**src/rtl/psram_access_arbiter_pkg.sv**
```systemverilog
`default_nettype none
// ============================================================================
// Package    : PsramArbiterTypes
// Description: Shared types and sizing constants for the PSRAM access arbiter.
// Revision   : 1.0 - initial release
// ============================================================================
package PsramArbiterTypes;

    typedef enum logic [1:0] {
        IDLE     = 2'd0,
        GRANT_WR = 2'd1,
        GRANT_RD = 2'd2,
        RELEASE  = 2'd3
    } t_state;

    typedef enum logic {
        WRITER = 1'b0,
        READER = 1'b1
    } t_requester;

    localparam int HOLD_CNT_W       = 8;
    localparam int MAX_HOLD_DEFAULT = 255;

endpackage : PsramArbiterTypes
`default_nettype wire

```
**src/rtl/psram_access_arbiter.sv**
```systemverilog
`default_nettype none
// ============================================================================
// Module     : psram_access_arbiter
// Description: Round-robin two-port (writer/reader) PSRAM arbiter with forced
//              release after MAX_HOLD grant cycles.
// Revision   : 1.0 - initial release
// ============================================================================
module psram_access_arbiter
    import PsramArbiterTypes::*;
#(
    parameter int MAX_HOLD = MAX_HOLD_DEFAULT,
    parameter int ADDR_W   = 21
) (
    input  logic              clk,
    input  logic              reset,
    input  logic              init_calib,
    input  logic              wr_rq,
    input  logic [ADDR_W-1:0] wr_addr,
    input  logic              wr_en,
    input  logic [31:0]       wr_data,
    output logic              wr_ack,
    input  logic              rd_rq,
    input  logic [ADDR_W-1:0] rd_addr,
    input  logic              rd_en,
    output logic              rd_ack,
    output logic              mem_cmd,
    output logic              mem_cmd_en,
    output logic [ADDR_W-1:0] mem_addr,
    output logic [31:0]       mem_wr_data,
    output logic              grant_timeout
);

    localparam logic [HOLD_CNT_W-1:0] HOLD_LAST = HOLD_CNT_W'(MAX_HOLD - 1);

    t_state                  state_q,   state_d;
    t_requester              last_q,    last_d;
    logic [HOLD_CNT_W-1:0]   hold_q,    hold_d;
    logic                    wr_blk_q,  wr_blk_d;
    logic                    rd_blk_q,  rd_blk_d;
    logic                    timeout_q, timeout_d;
    logic                    wr_ack_q;
    logic                    rd_ack_q;

    logic                    wr_elig;
    logic                    rd_elig;

    assign wr_elig = wr_rq & ~wr_blk_q;
    assign rd_elig = rd_rq & ~rd_blk_q;

    // State register
    always_ff @(posedge clk) begin
        if (reset) begin
            state_q   <= IDLE;
            last_q    <= WRITER;
            hold_q    <= '0;
            wr_blk_q  <= 1'b0;
            rd_blk_q  <= 1'b0;
            timeout_q <= 1'b0;
            wr_ack_q  <= 1'b0;
            rd_ack_q  <= 1'b0;
        end else begin
            state_q   <= state_d;
            last_q    <= last_d;
            hold_q    <= hold_d;
            wr_blk_q  <= wr_blk_d;
            rd_blk_q  <= rd_blk_d;
            timeout_q <= timeout_d;
            wr_ack_q  <= (state_d == GRANT_WR);
            rd_ack_q  <= (state_d == GRANT_RD);
        end
    end

    // Next-state logic
    always_comb begin
        state_d   = state_q;
        last_d    = last_q;
        hold_d    = '0;
        timeout_d = 1'b0;
        // A block flag survives only while its request stays high
        wr_blk_d  = wr_blk_q & wr_rq;
        rd_blk_d  = rd_blk_q & rd_rq;
        case (state_q)
            // RELEASE arbitrates like IDLE so the ack-low gap is exactly one cycle
            IDLE, RELEASE: begin
                state_d = IDLE;
                if (init_calib) begin
                    if (wr_elig && (!rd_elig || last_q == READER)) begin
                        state_d = GRANT_WR;
                        last_d  = WRITER;
                    end else if (rd_elig) begin
                        state_d = GRANT_RD;
                        last_d  = READER;
                    end
                end
            end
            GRANT_WR: begin
                if (!wr_rq) begin
                    state_d = RELEASE;
                end else if (hold_q == HOLD_LAST) begin
                    state_d   = RELEASE;
                    timeout_d = 1'b1;
                    wr_blk_d  = 1'b1;
                end else begin
                    hold_d = hold_q + 1'b1;
                end
            end
            GRANT_RD: begin
                if (!rd_rq) begin
                    state_d = RELEASE;
                end else if (hold_q == HOLD_LAST) begin
                    state_d   = RELEASE;
                    timeout_d = 1'b1;
                    rd_blk_d  = 1'b1;
                end else begin
                    hold_d = hold_q + 1'b1;
                end
            end
            default: state_d = IDLE;
        endcase
    end

    // Output logic
    always_comb begin
        mem_cmd     = 1'b0;
        mem_cmd_en  = 1'b0;
        mem_addr    = '0;
        mem_wr_data = '0;
        case (state_q)
            GRANT_WR: begin
                mem_cmd     = 1'b1;
                mem_cmd_en  = wr_en;
                mem_addr    = wr_addr;
                mem_wr_data = wr_data;
            end
            GRANT_RD: begin
                mem_cmd_en  = rd_en;
                mem_addr    = rd_addr;
            end
            default: ;
        endcase
    end

    assign wr_ack        = wr_ack_q;
    assign rd_ack        = rd_ack_q;
    assign grant_timeout = timeout_q;

endmodule : psram_access_arbiter
`default_nettype wire
```
**config.mk**
```make
export PLATFORM = sky130hd
export DESIGN_NAME = psram_access_arbiter
export DESIGN_NICKNAME = d
export VERILOG_FILES = /design/src/rtl/psram_access_arbiter_pkg.sv /design/src/rtl/psram_access_arbiter.sv
export SDC_FILE = /design/constraint.sdc
export NUM_CORES = 1
export LEC_CHECK = 0
export ABC_AREA = 1
export CORE_AREA = 2 2 53 55
export CTS_CLUSTER_DIAMETER = 100
export CTS_CLUSTER_SIZE = 10
export DETAILED_ROUTE_END_ITERATION = 16
export DIE_AREA = 0 0 55 57
export DONT_BUFFER_PORTS = 1
export HOLD_SLACK_MARGIN = 0.06
export PLACE_DENSITY = 0.69
export SLEW_MARGIN = 15
export SYNTH_ARGS = -nofsm -noshare
export SYNTH_HDL_FRONTEND = slang
export SYNTH_SLANG_ARGS = --single-unit
```
**constraint.sdc**
```tcl
create_clock -name clk -period 3.3 [get_ports clk]
set_input_delay 0.495 -clock clk [delete_from_list [all_inputs] [get_ports clk]]
set_output_delay 0.495 -clock clk [all_outputs]
set_load 0.02 [all_outputs]
```
* Yosys cells after proc, flatten, opt, wreduce, memory -nomap -nowiden
Cells that the tools add are included.
Word-level totals: bits in registers 16, latch bits 0, memory bits (writable) 0, memory bits (read-only) 0, output and inout port bits 58, memories 0
Cells by class: add/subtract/negate cells 1, multiply operators 0, div/mod/pow operators 0, magnitude comparators 0, equality and inequality tests 6, shift-type cells 0, mux-type cells 27, bitwise gates (word level) 6, reductions and logical operators 7
Operators with widths (number):
- $pmux 21 s2 | 1
- $mux 32 | 1
- $mux 8 | 3
- $pmux 8 s2 | 1
- $mux 1 | 12
- $mux 2 | 6
- $add 8x1->8 const B | 1
- $eq 8x8->1 const B | 1
- $eq 2x2->1 const B | 3
- $pmux 2 s3 | 1
- $and 1x1->1 | 4
- $eq 2x1->1 const B | 2
- $pmux 1 s2 | 2
- $reduce_and 3->1 | 1
- $logic_not 2->1 | 1
- $not 1->1 | 2
- $reduce_bool 2->1 | 1
- $reduce_or 2->1 | 1
- $logic_and 1x1->1 | 1
- $logic_not 1->1 | 1
- $logic_or 1x1->1 | 1

* Logic depth before layout (Yosys ltp)
Gate-level depths: netlist of run 1.
depth in word-level cells 9, gate-level depth with buffers 10

* Worst setup path before layout of run 1
Ideal clock, no wire load.
kind reg-to-output, start point reg state_q[1], end point out mem_addr[10], arrival time 1544 ps, data required time 2805 ps, path slack 1261 ps, stages on the path, launching flop included 7, path buffers 2, path through dfxtp_1 > inv_1 > ha_1 > buf_2 > buf_2 > nand2_1 > a21oi_1
On the way: longest elaborated chain between the ends 2, elaborated cells on any way between the ends 3, those cells by class 2 x eq/ne; 1 x mux
Ends and longest elaborated chain:
- start, declared | RTL line psram_access_arbiter.sv:35 | t_state state_q, state_d;
- start signal, assigned | RTL line psram_access_arbiter.sv:62 | state_q <= state_d;
- $eq 2x2->1 / $eq 2x1->1 (equally long branches) | RTL line psram_access_arbiter.sv:128 | case (state_q)
- $pmux 21 s2 * | RTL line psram_access_arbiter.sv:128
- end, declared | RTL line psram_access_arbiter.sv:28 | output logic [ADDR_W-1:0] mem_addr,
Mark *: on every way between the ends. The rest lies on a longest branch, timed or not.

* Worst setup path after layout of run 1
start point reg state_q[1], end point out mem_addr[2]
Same word-level chain as after synthesis.

==> flow_summary.yaml, run 1 <==
run_status:
  status: "completed"
clock_network:
  cts-buffers-inserted: 3
  clock_path_buffers: 2
  cts_resized: 0
  holdBufCountCts: 0
  clkTransAtPathRegs_ns: 0.09
  cts_tree: "done"
  clk_latency_ns: 0.29
  root_buffer: "clkbuf_4"
  cts.htree.levels: 1
  cts_sinks: 16
  post_cts_buffers: 0
setup_path:
  critPathArrivalTime_ns: 2.07
  critical_path.startpoint_type: "register"
  worstSetupEndpointType: "primary output"
  path_cells: "inv_1 -> ha_2 -> nand2_1 -> a21oi_1"
  cp_max_fo: 50
  crit_required_ns: 2.80
  cp_slowest_cell: "ha_2"
  critical-path-max-stage-delay_ns: 0.72
  worst-setup-path-type: "register to primary output"
  cp_top_family: "adder cells"
  cp.buffers_inverters: 1
floorplanning:
  die_area_um2: 3140
  start_util_pct: 51.4
  die_w_um: 55
  core_area_um2: 2620
  fp-row-count: 19
  fp.dieH_um: 57
  num_io_pins: 139
layout:
  ff_latch_area_um2: 320
  fin_area_um2: 1380
  multi_input_area_um2: 797
  utilization_pct: 52.8
  nets: 319
  fillCellCount: 282
  final_common_cell: "nand2_1"
  diodes: 0
  final_cells: 263
  final_cell_mix: "nand2_1, inv_1, a21oi_1"
  drive_above_1_share_pct: 9.48
  area_delta_synth_final_pct: 2.70
placement:
  pre_cts_ws_ns: 1.05
  gp_congestion: 0.777
  postPlaceCellArea_um2: 1340
  io_buffers: 0
  post-place-cells: 259
  dp_hpwl_mm: 2.91
sta:
  slew_viol_final: 0
  fin_ws_ns: 0.739
  max_slew_margin_pct: 38.4
  rsz0062_at_grt: "no"
  setup_viol: 0
  fin_crit_sh_pct: 77.6
  fmax_ghz: 0.390
  worst-slew-pin-transition_ns: 0.925
  skew_ns: 0.00304
  worst_hold_slack_ns: 0.268
  setup-tns-final_ns: 0
  fin_crit_ns: 2.56
  hold_violations: 0
logic_synthesis:
  netlist_area_um2: 1340
  ys_ff_latch: 16
  synthCells: 238
  avgSynthCellArea_um2: 5.65
  yosys_warnings: 0
  yosysUniqueCellTypes: 26
  synth_area_leaders: "nand2_1, dfxtp_1, inv_1"
  yosysSeqAreaShare_pct: 23.8
  synth_area_leader_cell: "nand2_1"
  synth_top_cell_area_share_pct: 26.8
  syn-num-nets: 324
grt:
  antenna_found_initial: 0
  grt_pass1_wl_mm: 5.14
  grt_pass1_vias: 1196
  grt_max_degree: 51
  grtUsageTotal_pct: 21.9
  overflow: 0
pwr:
  p_comb_share_pct: 19.6
  p_clk_share_pct: 31.7
  powerDensity_nw_per_um2: 297
  p_seq_share_pct: 48.6
  p_sw_share_pct: 31.2
  max-vdd-ir-drop_uv: 284
  internal_power_uw: 282
  p_leak_nw: 0.756
  p_total_uw: 409
  switchingPower_uw: 128
drt:
  viasPerCell: 5.29
  drtAntennaViolNets: 0
  drt_iter0_markers: 37
  dr.pass1.iters: 4
  drt-total-wl_mm: 3.65
  drc: 0
  post_drt_wl_per_cell_um: 13.9
  via_count: 1392
run:
  cap_violations: 0
hold_path:
  hp-class: "primary input to register"
==> path summary, 6_finish.rpt <==
check | startpoint | to | slack (ns) | cells after the start
max | state_q[1] | mem_addr[2] | 0.74 | 4
min | reset | rd_blk_q | 0.27 | 1
max reg2reg | state_q[1] | hold_q[5] | 1.17 | 7
min reg2reg | hold_q[0] | hold_q[0] | 0.48 | 1
==> area by class of cell <==
| class | instances | area share (%) |
|---|---|---|
| well taps | 31 | 2.81 |
| flip-flops and latches | 16 | 23.2 |
| clock buffers | 4 | 2.63 |
| repair buffers | 2 | 1.09 |
| inverters | 46 | 12.5 |
| multi-input cells | 164 | 57.8 |
==> synth_stat cells, drive strengths merged <==
cell type,count
a211oi,1
nor4,1
nand2,101
a21oi,28
nand4,2
a31oi,1
clkbuf,2
inv,45
o21ai,1
xor2,2
nor3,2
nor2,11
buf,10
xnor2,1
clkinv,1
nor3b,2
ha,5
nand3,6
dfxtp,16
==> state kept, by name, summed over array words and instances, names as in the netlist <==
signal         flops
rd_ack             1
wr_ack             1
grant_timeout      1
last_q             1
state_q            2
wr_blk_q           1
rd_blk_q           1
hold_q             8
==> layer usage <==
metal  GRT usage (%)  routed length [um]  vias to the layer above
met5               0                   0                        -
met4            5.23                  38                        0
li1                -                   -                      700
met2            37.6                1740                       74
met3            6.02                 374                        7
met1            26.5                1500                      611
==> cells by family (layout without fill, tap and decap cells) <==
| kind of cell | count (synthesis) | in the layout | synth area share [%] |
|---|---|---|---|
| XOR/XNOR | 3 | 3 | 1.96 |
| AO/OA/AOI/OAI | 31 | 31 | 11.8 |
| adder cells (fa/ha/maj) | 5 | 5 | 4.66 |
| flip-flops | 16 | 16 | 23.8 |
| AND/OR/NAND/NOR | 125 | 125 | 40.7 |
| buffers and inverters | 58 | 52 | 17.0 |
==> power by group through the flow <==
stage | sequential, mW | combinational, mW | clock (mW)
finish | 0.199 | 0.0804 | 0.130
global route | 0.199 | 0.0908 | 0.140
floorplan | 0.203 | 0.0707 | 0
CTS | 0.199 | 0.0808 | 0.135
global placement | 0.203 | 0.0797 | 0
detailed placement | 0.204 | 0.0805 | 0
Note: power is estimated with default switching activity, not from simulation.
==> inputs of run 2 (changes only) <==
--- a/config.mk
+++ b/config.mk
@@ -6,11 +6,11 @@
 export NUM_CORES = 1
 export LEC_CHECK = 0
 export ABC_AREA = 1
-export CORE_AREA = 2 2 53 55
+export CORE_AREA = 2 2 54 56
 export CTS_CLUSTER_DIAMETER = 100
 export CTS_CLUSTER_SIZE = 10
 export DETAILED_ROUTE_END_ITERATION = 16
-export DIE_AREA = 0 0 55 57
+export DIE_AREA = 0 0 56 58
 export DONT_BUFFER_PORTS = 1
 export HOLD_SLACK_MARGIN = 0.06
 export PLACE_DENSITY = 0.69
==> constraint.sdc (replaced) <==
create_clock -name clk -period 2.1 [get_ports clk]
set_input_delay 0.315 -clock clk [delete_from_list [all_inputs] [get_ports clk]]
set_output_delay 0.315 -clock clk [all_outputs]
set_load 0.02 [all_outputs]
==> run 2 against run 1 <==
Effect of this change: wire length rose by 2.4%; first-iteration DRC count is 110% higher; design area is 15% higher; sequential share of layout area down 3.0 points; die area is 3.6% higher; via count up 4.7%; clock skew shrank 0.0015 ns; critical path depth grew 2; combinational power is 79% higher; critical path type unchanged.
==> flow_summary.yaml, run 2 (synthesis results as in run 1) <==
run_status:
  status: "completed"
sta:
  fmax_ghz: 0.498
  setup_viol: 0
  fin_crit_sh_pct: 95.7
  worst_hold_slack_ns: 0.0919
  skew_ns: 0.00155
  hold_violations: 0
  fin_crit_ns: 2.01
  max_slew_margin_pct: 82.6
  worst-slew-pin-transition_ns: 0.258
  setup-tns-final_ns: 0
  slew_viol_final: 0
clock_network:
  clk_latency_ns: 0.29
  cts_tree: "done"
  cts-buffers-inserted: 3
  post_cts_buffers: 0
  root_buffer: "clkbuf_4"
  clkTransAtPathRegs_ns: 0.09
  cts_sinks: 16
  clock_path_buffers: 2
  cts.htree.levels: 1
setup_path:
  timing.rr.start: "state_q[1]"
  critical_path.startpoint_type: "register"
  critPathArrivalTime_ns: 1.69
  reg2reg_depth: 7
  cp_max_fo: 59
  worstSetupEndpointType: "primary output"
  endpoint: "mem_addr[9]"
  worstSetupStartpoint: "state_q[1]"
  crit_required_ns: 1.78
  ff2ff_setup_slack_ns: 0.52
  r2r-end: "hold_q[6]"
  worst-setup-path-type: "register to primary output"
grt:
  grtUsageTotal_pct: 22.7
  antenna_found_initial: 0
  overflow: 0
  grt_pass1_wl_mm: 5.83
  grt_max_degree: 60
  grt_pass1_vias: 1265
drt:
  post_drt_wl_per_cell_um: 13.0
  drt-total-wl_mm: 3.74
  drc: 0
  via_count: 1458
  drtAntennaViolNets: 0
  drt_iter0_markers: 77
  dr.pass1.iters: 4
  viasPerCell: 5.08
layout:
  multi_input_area_um2: 800
  largest_reg_flops: 8
  area_delta_synth_final_pct: 18.2
  final_cell_mix: "nand2_1, inv_1, a21oi_1"
  reg_top3: "hold_q: 8 flops, state_q: 2 flops"
  top_register: "hold_q"
  ff_latch_area_um2: 320
  drive_above_1_share_pct: 18.4
  diodes: 0
  final_common_cell: "nand2_1"
  nets: 343
  fillCellCount: 289
floorplanning:
  fp.dieH_um: 58
  die_w_um: 56
  fp-row-count: 19
  start_util_pct: 50.5
  die_area_um2: 3250
  core_area_um2: 2660
  num_io_pins: 139
pwr:
  p_comb_share_pct: 21.8
  max-vdd-ir-drop_uv: 440
  p_sw_share_pct: 30.7
  p_clk_share_pct: 30.7
  p_seq_share_pct: 47.5
  switchingPower_uw: 202
  powerDensity_nw_per_um2: 415
  internal_power_uw: 457
  p_leak_nw: 0.889
hold_path:
  hp-class: "primary input to register"
placement:
  io_buffers: 0
  dp_hpwl_mm: 3.08
  gp_congestion: 0.838
run:
  cap_violations: 0
run 2: how the worst min path moves through the flow:
stage | start | to | slack, ns | cells after the start
6_report | reset | rd_blk_q | 0.09 | 1
4_1_cts | reset | rd_blk_q | 0.09 | 1
5_1_grt | reset | rd_blk_q | 0.07 | 1
3_5_place_dp | reset | rd_blk_q | 0.40 | 1
3_3_place_gp | reset | rd_blk_q | 0.39 | 1
2_1_floorplan | reset | rd_blk_q | 0.39 | 1
run 2: power groups by stage:
stage                     Combinational, mW  Clock (mW)  Sequential, mW
after floorplan                       0.111           0           0.319
after global placement                0.142           0           0.320
after detailed placement              0.143           0           0.320
after CTS                             0.144       0.209           0.313
after global routing                  0.160       0.227           0.313
final                                 0.144       0.202           0.313
run 2: final cells by class:
cell class,instances,share of cell area [%]
clock buffer,4,2.29
sequential,16,20.2
inverter,46,10.9
multi-input combinational,164,50.4
timing repair buffer,26,13.9
tap,31,2.44
run 2: critical path, cell delays in order, from the launching register on:
cell and delay (ns):
dfxtp_1 0.34, inv_1 0.09, ha_2 0.20, buf_12 0.25
nand2_1 0.09, a21oi_1 0.25, buf_4 0.19
run 2: timing repair:
item,CTS,global route
endpoints found under the setup margin,0,7
hold buffers,0,0
gates resized for setup,0,1
run 2: per-layer routing:
| layer | GRT usage, % | routed length, um | up-vias |
|---|---|---|---|
| met4 | 8.50 | 61 | 0 |
| met1 | 29.9 | 1590 | 636 |
| met5 | 0 | 0 | - |
| met2 | 36.5 | 1770 | 68 |
| li1 | - | - | 748 |
| met3 | 5.36 | 322 | 6 |
run 2: per-stage QoR:
stage	worst slack [ns]	util, %	std cells	instance area, um2	total power [mW]
4_1_cts	0.0935	59.5	287	1590	0.666
3_5_place_dp	0.435	58.2	283	1550	0.463
3_3_place_gp	0.452	58.2	283	1550	0.462
6_report	0.0904	59.6	287	1590	0.659
5_1_grt	-0.00516	59.6	287	1590	0.700
2_1_floorplan	0.241	-	238	1340	0.430
